$ cat config.mk
export PLATFORM = sky130hd
export DESIGN_NAME = simulador_reservatorio
export DESIGN_NICKNAME = d
export VERILOG_FILES = /design/src/rtl/simulador_reservatorio.sv
export SDC_FILE = /design/constraint.sdc
export NUM_CORES = 1
export LEC_CHECK = 0
export BUFFER_PORTS_ARGS = -buffer_cell sky130_fd_sc_hd__buf_2
export CORE_ASPECT_RATIO = 0.9
export CORE_MARGIN = 3
export CORE_UTILIZATION = 45
export DETAILED_ROUTE_END_ITERATION = 10
export HOLD_SLACK_MARGIN = 0.06
export PLACE_DENSITY = 0.78
export SYNTH_ARGS = -nofsm -noshare
export SYNTH_HDL_FRONTEND = slang
export SYNTH_SLANG_ARGS = --single-unit
$ cat constraint.sdc
create_clock -name Clock -period 3 [get_ports Clock]
set_input_delay 0.3 -clock Clock [delete_from_list [all_inputs] [get_ports Clock]]
set_output_delay 0.3 -clock Clock [all_outputs]
set_load 0.05 [all_outputs]
$ cat src/rtl/simulador_reservatorio.sv
// -----------------------------------------------------------------------------
// simulador_reservatorio
//   Plant model of the water tank. Integrates the actuator commands coming
//   from the tank/irrigation controller into a level counter, and produces the
//   level-sensor signals that controller reads back.
//
//   The level is only updated on a prescaled tick. On that tick the level is
//   moved by the net flow and saturated to [0, NIVEL_MAX]. A small flow-state
//   machine reports the direction of the last update.
//
//   Optional feature: define FALHA_SENSOR_EN to add the Falha[1:0] input, which
//   forces sensor faults for exercising the controller's error detection.
//
// Ports
//   Clock        in   system clock
//   Reset_n      in   synchronous active-low reset
//   Ve           in   inlet valve open (+VAZAO_VE per tick)
//   Gotejamento  in   drip irrigation (-VAZAO_GOT per tick)
//   Aspersao     in   sprinkler (-VAZAO_ASP per tick)
//   Falha        in   [1:0] sensor fault select (FALHA_SENSOR_EN only)
//   Alta         out  Nivel >= LIM_ALTA   (one cycle behind Nivel)
//   Media        out  Nivel >= LIM_MEDIA  (one cycle behind Nivel)
//   Baixa        out  Nivel >= LIM_BAIXA  (one cycle behind Nivel)
//   Nivel        out  [NIVEL_W-1:0] current level
//   Estado       out  [1:0] 00 PARADO, 01 ENCHENDO, 10 ESVAZIANDO, 11 TRANSBORDANDO
//   Transbordo   out  sticky overflow flag, cleared only by reset
//   Seco         out  Nivel == 0          (one cycle behind Nivel)
// -----------------------------------------------------------------------------
module simulador_reservatorio #(
  parameter int NIVEL_W   = 8,
  parameter int NIVEL_MAX = 200,
  parameter int NIVEL_INI = 120,
  parameter int LIM_BAIXA = 40,
  parameter int LIM_MEDIA = 100,
  parameter int LIM_ALTA  = 170,
  parameter int TICK_DIV  = 1000,
  parameter int VAZAO_VE  = 3,
  parameter int VAZAO_GOT = 1,
  parameter int VAZAO_ASP = 2
) (
  input  logic               Clock,
  input  logic               Reset_n,
  input  logic               Ve,
  input  logic               Gotejamento,
  input  logic               Aspersao,
`ifdef FALHA_SENSOR_EN
  input  logic [1:0]         Falha,
`endif
  output logic               Alta,
  output logic               Media,
  output logic               Baixa,
  output logic [NIVEL_W-1:0] Nivel,
  output logic [1:0]         Estado,
  output logic               Transbordo,
  output logic               Seco
);

  localparam int DW = NIVEL_W + 2;           // signed width of delta / sum
  localparam int PW = $clog2(TICK_DIV);

  localparam logic [1:0] S_PARADO        = 2'b00;
  localparam logic [1:0] S_ENCHENDO      = 2'b01;
  localparam logic [1:0] S_ESVAZIANDO    = 2'b10;
  localparam logic [1:0] S_TRANSBORDANDO = 2'b11;

  logic [PW-1:0]      r_presc;
  logic [NIVEL_W-1:0] r_nivel;
  logic [1:0]         r_estado;
  logic               r_transbordo;
  logic               r_alta, r_media, r_baixa, r_seco;

  logic               w_tick;
  logic signed [DW-1:0] w_delta, w_sum;
  logic               w_over, w_under;

  assign w_tick = (r_presc == PW'(TICK_DIV - 1));

  // Net flow; opposing commands cancel arithmetically.
  always_comb begin
    w_delta = '0;
    if (Ve)          w_delta = w_delta + $signed(DW'(VAZAO_VE));
    if (Gotejamento) w_delta = w_delta - $signed(DW'(VAZAO_GOT));
    if (Aspersao)    w_delta = w_delta - $signed(DW'(VAZAO_ASP));
  end

  assign w_sum   = $signed({2'b00, r_nivel}) + w_delta;
  assign w_under = w_sum[DW-1];
  assign w_over  = (w_sum > $signed(DW'(NIVEL_MAX)));

  always_ff @(posedge Clock) begin
    if (!Reset_n) begin
      r_presc      <= '0;
      r_nivel      <= NIVEL_W'(NIVEL_INI);
      r_estado     <= S_PARADO;
      r_transbordo <= 1'b0;
      // Sensors come up already consistent with the reset level.
      r_alta       <= (NIVEL_INI >= LIM_ALTA);
      r_media      <= (NIVEL_INI >= LIM_MEDIA);
      r_baixa      <= (NIVEL_INI >= LIM_BAIXA);
      r_seco       <= 1'b0;
    end else begin
      r_presc <= w_tick ? '0 : r_presc + 1'b1;

      if (w_tick) begin
        if (w_over) begin
          r_nivel      <= NIVEL_W'(NIVEL_MAX);
          r_transbordo <= 1'b1;
          r_estado     <= S_TRANSBORDANDO;
        end else begin
          r_nivel <= w_under ? '0 : w_sum[NIVEL_W-1:0];
          if (w_delta > 0)      r_estado <= S_ENCHENDO;
          else if (w_delta < 0) r_estado <= S_ESVAZIANDO;
          else                  r_estado <= S_PARADO;
        end
      end

      // Sensors follow the registered level, so they lag Nivel by one cycle.
      r_alta  <= (r_nivel >= NIVEL_W'(LIM_ALTA));
      r_media <= (r_nivel >= NIVEL_W'(LIM_MEDIA));
      r_baixa <= (r_nivel >= NIVEL_W'(LIM_BAIXA));
      r_seco  <= (r_nivel == '0);
    end
  end

  assign Nivel      = r_nivel;
  assign Estado     = r_estado;
  assign Transbordo = r_transbordo;
  assign Seco       = r_seco;

`ifdef FALHA_SENSOR_EN
  // Fault select is registered so the forced value lines up with the
  // sensor registers (one cycle after Falha changes).
  logic [1:0] r_falha;

  always_ff @(posedge Clock) begin
    if (!Reset_n) r_falha <= 2'b00;
    else          r_falha <= Falha;
  end

  assign Alta  = r_alta  | (r_falha == 2'b11);
  assign Media = r_media & (r_falha != 2'b01);
  assign Baixa = r_baixa & (r_falha != 2'b10);
`else
  assign Alta  = r_alta;
  assign Media = r_media;
  assign Baixa = r_baixa;
`endif

endmodule

==> results of run 1 <==
[area by class of cell]
| class | instances | area share [%] |
|---|---|---|
| Timing Repair Buffer | 33 | 11.0 |
| Clock inverter | 1 | 0.274 |
| Tap cell | 42 | 2.88 |
| Sequential cell | 25 | 27.4 |
| Clock buffer | 3 | 2.26 |
| Multi-Input combinational cell | 135 | 53.4 |
| Inverter | 14 | 2.88 |
[state kept, by name (all words and copies together) (netlist names)]
signal,cells
Estado,2
r_presc,10
Seco,1
Alta,1
Transbordo,1
Baixa,1
Media,1
Nivel,8
[logic make-up after synthesis]
kind of cell / synth area share (%)
DFF: 32.7
xor gates and xnor gates: 6.87
AOI/OAI and AO/OA: 24.6
and+or+nand+nor: 19.6
adders and majority gates: 11.9
buffers and inverters: 4.17
[what timing repair did]
action / 4_1_cts / 5_1_grt
setup buffers: 0 / 0
hold endpoints to repair: 0 / 0
gates resized for setup: 0 / 1
endpoints found under the setup margin: 0 / 3
[layer usage]
| metal | track usage, % | vias up |
|---|---|---|
| met1 | 26.8 | 612 |
| met4 | 5.20 | 0 |
| met5 | 0 | - |
| met2 | 25.1 | 37 |
| li1 | - | 720 |
| met3 | 2.92 | 5 |
[cells in the mapped netlist, types with 2 or more instances]
cell type and count:
sky130_fd_sc_hd__nor2_1 15, sky130_fd_sc_hd__nor4_1 2, sky130_fd_sc_hd__ha_1 13, sky130_fd_sc_hd__nand3_1 7
sky130_fd_sc_hd__xor2_1 9, sky130_fd_sc_hd__and3_1 3, sky130_fd_sc_hd__nand2b_1 3, sky130_fd_sc_hd__inv_1 14
sky130_fd_sc_hd__a21oi_1 12, sky130_fd_sc_hd__o21a_1 2, sky130_fd_sc_hd__nor3_1 5, sky130_fd_sc_hd__dfxtp_1 25
sky130_fd_sc_hd__clkbuf_1 3, sky130_fd_sc_hd__nand2_1 12, sky130_fd_sc_hd__xnor2_1 3, sky130_fd_sc_hd__nor3_2 2
sky130_fd_sc_hd__o31ai_1 5, sky130_fd_sc_hd__o21ai_0 13, sky130_fd_sc_hd__or3_1 3
[worst paths after layout]
kind	from	end	slack (ps)	depth (start not counted)
worst min-delay path	Reset_n	Media	310	2
worst min register to register	r_presc[0]	r_presc[0]	470	1
worst max register to register	Nivel[0]	Nivel[0]	390	10
worst max-delay path	Ve	Nivel[1]	260	15
[metrics by stage]
step           setup WS (ps)  hold slack [ps]  utilization [%]
3_5_place_dp           -13.5              458             56.1
6_report                 258              312             57.8
4_1_cts                  247              304             57.6
2_1_floorplan            137              430                -
3_3_place_gp            14.6              452             56.1
5_1_grt                 34.6              312             57.8
[power groups by stage]
stage	clock (mW)	combinational (mW)	sequential (mW)
after floorplan	0	0.111	0.345
after global placement	0	0.153	0.346
after detailed placement	0	0.156	0.346
after CTS	0.200	0.157	0.338
after global routing	0.209	0.180	0.339
final	0.194	0.162	0.338
==> impl_metrics.tcl, run 1 <==
set metrics [dict create \
    outcome "completed" \
    track_usage_pct 17.5 \
    tritoncts "yes" \
    drt_first_pass_iters 4 \
    cap_viol_max_count 0 \
    critical_path.slowest_cell "sky130_fd_sc_hd__a221oi_4" \
    critPathRequiredTime_ps 3180 \
    stdcell_area_sq_um 1830 \
    dr_total_vias 1374 \
    worst-path-max-fanout 6 \
    synth.largest_area_cell "sky130_fd_sc_hd__dfxtp_1" \
    routabilityCongestion 0.882 \
    layout_area_overhead_pct 19.5 \
    grt_max_degree 15 \
    power.share.clock_pct 28.0 \
    synth-main-ff-cell "sky130_fd_sc_hd__dfxtp_1" \
    synth-edff-count 0 \
    fin_crit_sh_pct 91.4 \
    vias_per_cell 5.43 \
    worst_path_dominant_cell_family "compound AO/OA/AOI/OAI gates" \
    grt_first_pass_wirelength_mm 5.46 \
    setup-violations-final 0 \
    timing.critical_path.mode_cell "sky130_fd_sc_hd__ha_1" \
    yosys.area.top_type_share_pct 32.7 \
    number_of_global_route_vias_before_repair 1195 \
    power.share.sequential_pct 48.7 \
    fin_tns_setup_ps 0 \
    cellLeakagePower_nw 0.760 \
    multi_input_area_sq_um 975 \
    fillerInstances 291 \
    synth-warning-count 0 \
    final_net_count 231 \
    netlist-cell-type-count 45 \
    std_cell_rows 19 \
    most-common-layout-cells "sky130_fd_sc_hd__dfxtp_1 (25), sky130_fd_sc_hd__buf_2 (19), sky130_fd_sc_hd__nor2_1 (15)" \
    die_w_microns 67.4 \
    antennaDiodeCount 0 \
    drt-wirelength-per-cell_microns 13.0 \
    synth.ff_latch_count 25 \
    final-max-slew-violation-count 0 \
    start_kind "primary input" \
    combinationalPowerShare_pct 23.3 \
    met1_length_mm 1.71 \
    combined_area_of_all_synthesized_cells_sq_um 1530 \
    total_switching_power_mw 0.197 \
    cts_htree_levels 1 \
    critical_path.cell_chain "buf_2 -> inv_1 -> ha_1 -> inv_1 -> ha_1 -> nand2_1 -> o21ai_0 -> ha_1 -> nor2_1 -> o31a_1 -> a221oi_4 -> o211a_4 -> nor2_1 -> buf_4 -> o41ai_2" \
    worst_slew_margin_rel_pct 69.4 \
    buffer_levels_on_the_longest_clock_path 2 \
    antenna_found_initial 0 \
    power_report.internal_total_mw 0.497 \
    syn-num-nets 196 \
    worst_ep_arrival_time_ps 2920 \
    first_iter_violations 72 \
    slowest_delay_ps 390 \
    clock_tree.root_cell "sky130_fd_sc_hd__clkbuf_8" \
    worst-slew-pin-transition_ps 456 \
    max_freq_ghz 0.365 \
    worstSetupPathType "primary input to flip-flop" \
    post_synth.cell_area_avg_sq_um 8.64 \
    route.top_layer_used "met4" \
    seqCellArea_sq_um 500 \
    layout_min_cycle_time_ps 2740 \
    effective_utilization_at_floorplan_pct 48.4 \
    max-vdd-ir-drop_v 0.000228 \
    end_kind "flip-flop" \
    async_flop_share_pct 0 \
    met2WireLength_mm 1.33 \
    number_of_non_filler_instances_in_the_completed_layout 253 \
    globalRouteOverflowTotal 0 \
    critical_path_buf_inv_count 4 \
    clock_sink_count 25 \
    remaining_drc_errors 0 \
    io_buffer_count 19 \
    area_inside_the_core_boundary_sq_um 3160 \
    synthesis.instances 177 \
    die_area_sq_um 4130 \
    most_common_cell_after_layout_fill_and_taps_aside "sky130_fd_sc_hd__dfxtp_1" \
    swShare_pct 28.4 \
    total_power_mw 0.694 \
    die_height_microns 61.3 \
    clkLatencyLatePin_ps 270 \
    wl_met3_microns 209 \
    p_per_area_nw_per_um2 380 \
    hold_class "primary input to flip-flop" \
    numCtsBuffers 3 \
    drtAntennaViolNets 0 \
    share_of_the_yosys_chip_area_belonging_to_registers_pct 32.7 \
    wl_mm 3.29 \
    ports_placed_on_the_boundary 20 \
    finalClockSkew_ps 4.50 \
    dpl.cell_count 249 \
    dpl.hpwl_mm 2.55 \
    final_hold_viol_count 0 \
    post_synth_main_area_contributors "sky130_fd_sc_hd__dfxtp_1 (33%), sky130_fd_sc_hd__ha_1 (11%), sky130_fd_sc_hd__xor2_1 (5.2%)" \
    share_of_layout_cells_above_drive_strength_1_pct 22.3 \
    place_area_sq_um 1770 \
    rsz0062_at_grt "no" \
    cts-hold-fix-buffers 0 \
    clock_transition_time_at_the_flip_flop_clock_pins_of_the_worst_setup_and_hold_paths_ps 80 \
]
Note: power is estimated with default switching activity, not from simulation.
==> run 2, diff against run 1 <==
- CORE_ASPECT_RATIO: 0.9 -> 1.5
==> impl_metrics.tcl, run 2 (same netlist as run 1, synthesis figures left out) <==
set metrics [dict create \
    holdCritStartpoint "Reset_n" \
    p_per_area_nw_per_um2 382 \
    max_freq_ghz 0.363 \
    std_cell_rows 25 \
    vias_per_cell 5.63 \
    numCtsBuffers 3 \
    cts_htree_levels 1 \
    final_hold_viol_count 0 \
    clock_transition_time_at_the_flip_flop_clock_pins_of_the_worst_setup_and_hold_paths_ps 80 \
    remaining_drc_errors 0 \
    drt_first_pass_iters 4 \
    number_of_global_route_vias_before_repair 1363 \
    post-route-worst-setup-slack_ps 243 \
    clock_sink_count 25 \
    cap_viol_max_count 0 \
    final_net_count 228 \
    dpl.hpwl_mm 2.74 \
    layout_min_cycle_time_ps 2760 \
    worst-r2r-cell-count 9 \
    clkLatencyLatePin_ps 270 \
    worst_ep_arrival_time_ps 2900 \
    ports_placed_on_the_boundary 20 \
    end_kind "flip-flop" \
    worst_slew_margin_rel_pct 66.3 \
    slowest_delay_ps 520 \
    die_area_sq_um 4150 \
    timing.critical_path.mode_cell "sky130_fd_sc_hd__ha_1" \
    wl_mm 3.38 \
    flip_flop_count_of_the_largest_register_all_copies_and_words_added 10 \
    clock_tree.root_cell "sky130_fd_sc_hd__clkbuf_8" \
    antenna_found_initial 0 \
    start_kind "primary input" \
    dr_total_vias 1397 \
    setup-violations-final 0 \
    finalClockSkew_ps 1.40 \
    dpl.cell_count 244 \
    largest_register "r_presc" \
    tritoncts "yes" \
    worst_hold_path.num_cells 2 \
    regToRegSetupSlack_ps 470 \
    routabilityCongestion 0.849 \
    buffer_levels_on_the_longest_clock_path 2 \
    worstSetupPathType "primary input to flip-flop" \
    max-vdd-ir-drop_v 0.000271 \
    rsz0062_at_grt "no" \
    critPathRequiredTime_ps 3140 \
    place_area_sq_um 1750 \
    hold_class "primary input to flip-flop" \
    critical_path.cell_chain "buf_2 -> inv_1 -> ha_1 -> inv_1 -> ha_1 -> a21oi_2 -> ha_1 -> a21oi_1 -> o31a_1 -> a22oi_1 -> xor2_1 -> o32ai_2 -> o21ai_0" \
    fin_tns_setup_ps 0 \
    die_w_microns 53.6 \
    area_inside_the_core_boundary_sq_um 3190 \
    grt_max_degree 15 \
    fin_crit_sh_pct 91.9 \
    timing.hold.ws_ps 327 \
    worst-path-max-fanout 5 \
    io_buffer_count 19 \
    worstReg2RegStart "Nivel[0]" \
    globalRouteOverflowTotal 0 \
    dp_slack_ps -102 \
    number_of_non_filler_instances_in_the_completed_layout 248 \
    most_common_cell_after_layout_fill_and_taps_aside "sky130_fd_sc_hd__dfxtp_1" \
    stdcell_area_sq_um 1800 \
    first_iter_violations 37 \
    layout_area_overhead_pct 17.7 \
    critical_path.slowest_cell "sky130_fd_sc_hd__o32ai_2" \
    drt-wirelength-per-cell_microns 13.6 \
    worst_r2r_endpoint "Nivel[4]" \
    drtAntennaViolNets 0 \
    worst-slew-pin-transition_ps 506 \
    final-max-slew-violation-count 0 \
    share_of_layout_cells_above_drive_strength_1_pct 21.2 \
    antennaDiodeCount 0 \
    grt_first_pass_wirelength_mm 5.83 \
    die_height_microns 77.4 \
    track_usage_pct 18.5 \
    cellLeakagePower_nw 0.747 \
    fillerInstances 313 \
    outcome "completed" \
    most-common-layout-cells "sky130_fd_sc_hd__dfxtp_1 (25), sky130_fd_sc_hd__buf_2 (19), sky130_fd_sc_hd__nor2_1 (15)" \
    effective_utilization_at_floorplan_pct 47.9 \
    min_to "Media" \
]
## run 2: per-stage QoR
step | power (mW) | utilization (%)
after detailed placement | 0.497 | 54.8
after global placement | 0.495 | 54.8
after floorplan | 0.456 | -
final | 0.687 | 56.4
after CTS | 0.687 | 56.3
after global routing | 0.721 | 56.4
## run 2: where the power goes
| group | leakage [nW] | switching, mW | internal, mW | total, mW |
|---|---|---|---|---|
| sequential | 0.202 | 0.00322 | 0.335 | 0.338 |
| combinational | 0.519 | 0.0900 | 0.0633 | 0.153 |
| clock | 0.0255 | 0.102 | 0.0928 | 0.195 |
| total | 0.747 | 0.196 | 0.491 | 0.687 |
## run 2: final cells by class
type | count | area, sq um | share of cell area, %
Clock buffer | 3 | 41.3 | 2.29
Timing Repair Buffer | 30 | 178 | 9.87
Multi-Input combinational cell | 135 | 972 | 54.0
Tap cell | 40 | 50.0 | 2.78
Clock inverter | 1 | 5.00 | 0.278
Inverter | 14 | 52.6 | 2.92
Sequential cell | 25 | 500 | 27.8
## run 2: how the worst max path moves through the flow
stage                     start  cells past startpoint   endpoint
after floorplan              Ve                     12   Nivel[2]
after global placement       Ve                     14   Nivel[6]
after detailed placement     Ve                     14   Nivel[6]
after CTS                    Ve                     14   Nivel[6]
after global routing         Ve                     13  Estado[0]
final                        Ve                     13   Nivel[4]
## run 2: repair_timing
action	CTS	global route
resized for setup	0	1
hold buffers	0	0
setup buffers	0	0
endpoints found under the setup margin	0	3
## run 2: routing by layer
metal | vias up | global-route usage, % | wire length [microns]
met5 | - | 0 | 0
met4 | 0 | 8.95 | 99
met3 | 9 | 1.92 | 67
met2 | 26 | 33.5 | 1910
met1 | 656 | 20.0 | 1300
li1 | 706 | - | -
## run 2: worst max-delay path: cells and delay by family
kind | cells | cell delay (ps)
adders and majority gates | 3 | 690
xor gates and xnor gates | 1 | 190
AOI/OAI and AO/OA | 6 | 1480
buffers and inverters | 3 | 220
==> run 3, diff against run 2 <==
- RECOVER_POWER: not set -> 25
==> impl_metrics.tcl, run 3 (same netlist as run 1, synthesis figures left out) <==
set metrics [dict create \
    total_power_mw 0.687 \
    ports_placed_on_the_boundary 20 \
    drt_first_pass_iters 4 \
    worst-r2r-cell-count 10 \
    drtAntennaViolNets 0 \
    max-vdd-ir-drop_v 0.000272 \
    clkLatencyLatePin_ps 270 \
    cts_htree_levels 1 \
    final_hold_viol_count 0 \
    regToRegSetupSlack_ps 480 \
    number_of_global_route_vias_before_repair 1363 \
    groute.layer.met3.usage_pct 1.92 \
    worst_ep_arrival_time_ps 2900 \
    worst_r2r_endpoint "Nivel[6]" \
    wl_mm 3.39 \
    outcome "completed" \
    vias_per_cell 5.63 \
    worst-path-max-fanout 5 \
    cts-hold-fix-buffers 0 \
    cap_viol_max_count 0 \
    antenna_found_initial 0 \
    worst_hold_path.num_cells 2 \
    dr_total_vias 1396 \
    antennaDiodeCount 0 \
    area_inside_the_core_boundary_sq_um 3190 \
    holdCritStartpoint "Reset_n" \
    rsz0062_at_grt "no" \
    share_of_layout_cells_above_drive_strength_1_pct 18.8 \
    most-common-layout-cells "sky130_fd_sc_hd__dfxtp_1 (25), sky130_fd_sc_hd__nor2_1 (15), sky130_fd_sc_hd__inv_1 (14), sky130_fd_sc_hd__buf_2 (14)" \
    hold_class "primary input to flip-flop" \
    start_kind "primary input" \
    finalClockSkew_ps 1.84 \
    gr_util_met1_pct 20.0 \
    final_net_count 228 \
    grt_max_degree 15 \
    remaining_drc_errors 0 \
    clock_transition_time_at_the_flip_flop_clock_pins_of_the_worst_setup_and_hold_paths_ps 80 \
    max_freq_ghz 0.363 \
    globalRouteOverflowTotal 0 \
    die_area_sq_um 4150 \
    clock_tree.root_cell "sky130_fd_sc_hd__clkbuf_8" \
    dp_slack_ps -102 \
    post-route-worst-setup-slack_ps 246 \
    p_per_area_nw_per_um2 383 \
    tritoncts "yes" \
    routabilityCongestion 0.849 \
    largest_register "r_presc" \
    critPathRequiredTime_ps 3140 \
    effective_utilization_at_floorplan_pct 47.9 \
    timing.hold.ws_ps 418 \
    worstReg2RegStart "Nivel[0]" \
    min_to "Media" \
    layout_min_cycle_time_ps 2750 \
    numCtsBuffers 3 \
    drt-wirelength-per-cell_microns 13.7 \
    first_iter_violations 37 \
    timing.critical_path.mode_cell "sky130_fd_sc_hd__ha_1" \
    track_usage_pct 18.5 \
    critical_path.cell_chain "buf_2 -> inv_1 -> ha_1 -> inv_1 -> ha_1 -> a21oi_2 -> ha_1 -> a21oi_1 -> o31a_1 -> a22oi_1 -> xor2_1 -> o32ai_2 -> o21ai_0" \
    fin_tns_setup_ps 0 \
    globalRoute.busiestLayer "met2" \
    grt_use_met2_pct 33.5 \
    worstSetupPathType "primary input to flip-flop" \
    dpl.cell_count 244 \
    worst-slew-pin-transition_ps 592 \
    number_of_non_filler_instances_in_the_completed_layout 248 \
    critical_path.slowest_cell "sky130_fd_sc_hd__o32ai_2" \
    layout_area_overhead_pct 17.3 \
    most_common_cell_after_layout_fill_and_taps_aside "sky130_fd_sc_hd__dfxtp_1" \
    dpl.hpwl_mm 2.74 \
    end_kind "flip-flop" \
    grt_first_pass_wirelength_mm 5.83 \
    die_w_microns 53.6 \
    slowest_delay_ps 520 \
    fin_crit_sh_pct 91.8 \
    buffer_levels_on_the_longest_clock_path 2 \
    clock_sink_count 25 \
    worst_slew_margin_rel_pct 60.7 \
    die_height_microns 77.4 \
    final-max-slew-violation-count 0 \
    flip_flop_count_of_the_largest_register_all_copies_and_words_added 10 \
    io_buffer_count 19 \
    setup-violations-final 0 \
    cellLeakagePower_nw 0.733 \
    std_cell_rows 25 \
]
[run 3: changes by cell type in the layout (fill, tap and decap cells not counted)]
cell,before,now
sky130_fd_sc_hd__buf_2,19,14
sky130_fd_sc_hd__clkbuf_1,0,5
[run 3: critical path, delay by kind of cell]
family | cells | cell delay (ps)
buffers and inverters | 3 | 220
xor gates and xnor gates | 1 | 190
adders and majority gates | 3 | 690
AOI/OAI and AO/OA | 6 | 1480
[run 3: how the worst max path moves through the flow]
stage / startpoint / to / slack (ps) / cells after the start
floorplan: Ve / Nivel[2] / 140 / 12
global placement: Ve / Nivel[6] / -40 / 14
detailed placement: Ve / Nivel[6] / -100 / 14
CTS: Ve / Nivel[6] / 180 / 14
global route: Ve / Estado[0] / 10 / 13
finish: Ve / Nivel[4] / 250 / 13
[run 3: through the flow]
step | instance area, sq um | util [%]
final | 1790 | 56.2
after global routing | 1790 | 56.2
after CTS | 1800 | 56.3
after detailed placement | 1750 | 54.8
after global placement | 1750 | 54.8
after floorplan | 1530 | -
[run 3: per-layer routing]
layer,up-vias,routed length (microns),part of all wire (%)
li1,705,-,-
met1,656,1310,39
met2,26,1920,57
met3,9,68,2.0
met4,0,92,2.7
met5,-,0,0
[run 3: repair_timing]
action                     CTS  global route
setup buffers                0             0
setup endpoints to repair    0             3
resized for setup            0             1
[run 3: report_power, final]
part | total, mW | leakage, nW | internal, mW | switching, mW
logic | 0.153 | 0.506 | 0.0630 | 0.0900
registers | 0.338 | 0.202 | 0.335 | 0.00322
clock network | 0.196 | 0.0255 | 0.0929 | 0.103
total | 0.687 | 0.733 | 0.491 | 0.196
[run 3: layout make-up]
type / instances / area [sq um]
fillers: 313 / 1400
multi-input cells: 135 / 972
flip-flops and latches: 25 / 500
repair buffers: 30 / 171
inverters: 14 / 52.6
well taps: 40 / 50.0
clock buffers: 3 / 41.3
clock inverters: 1 / 5.00
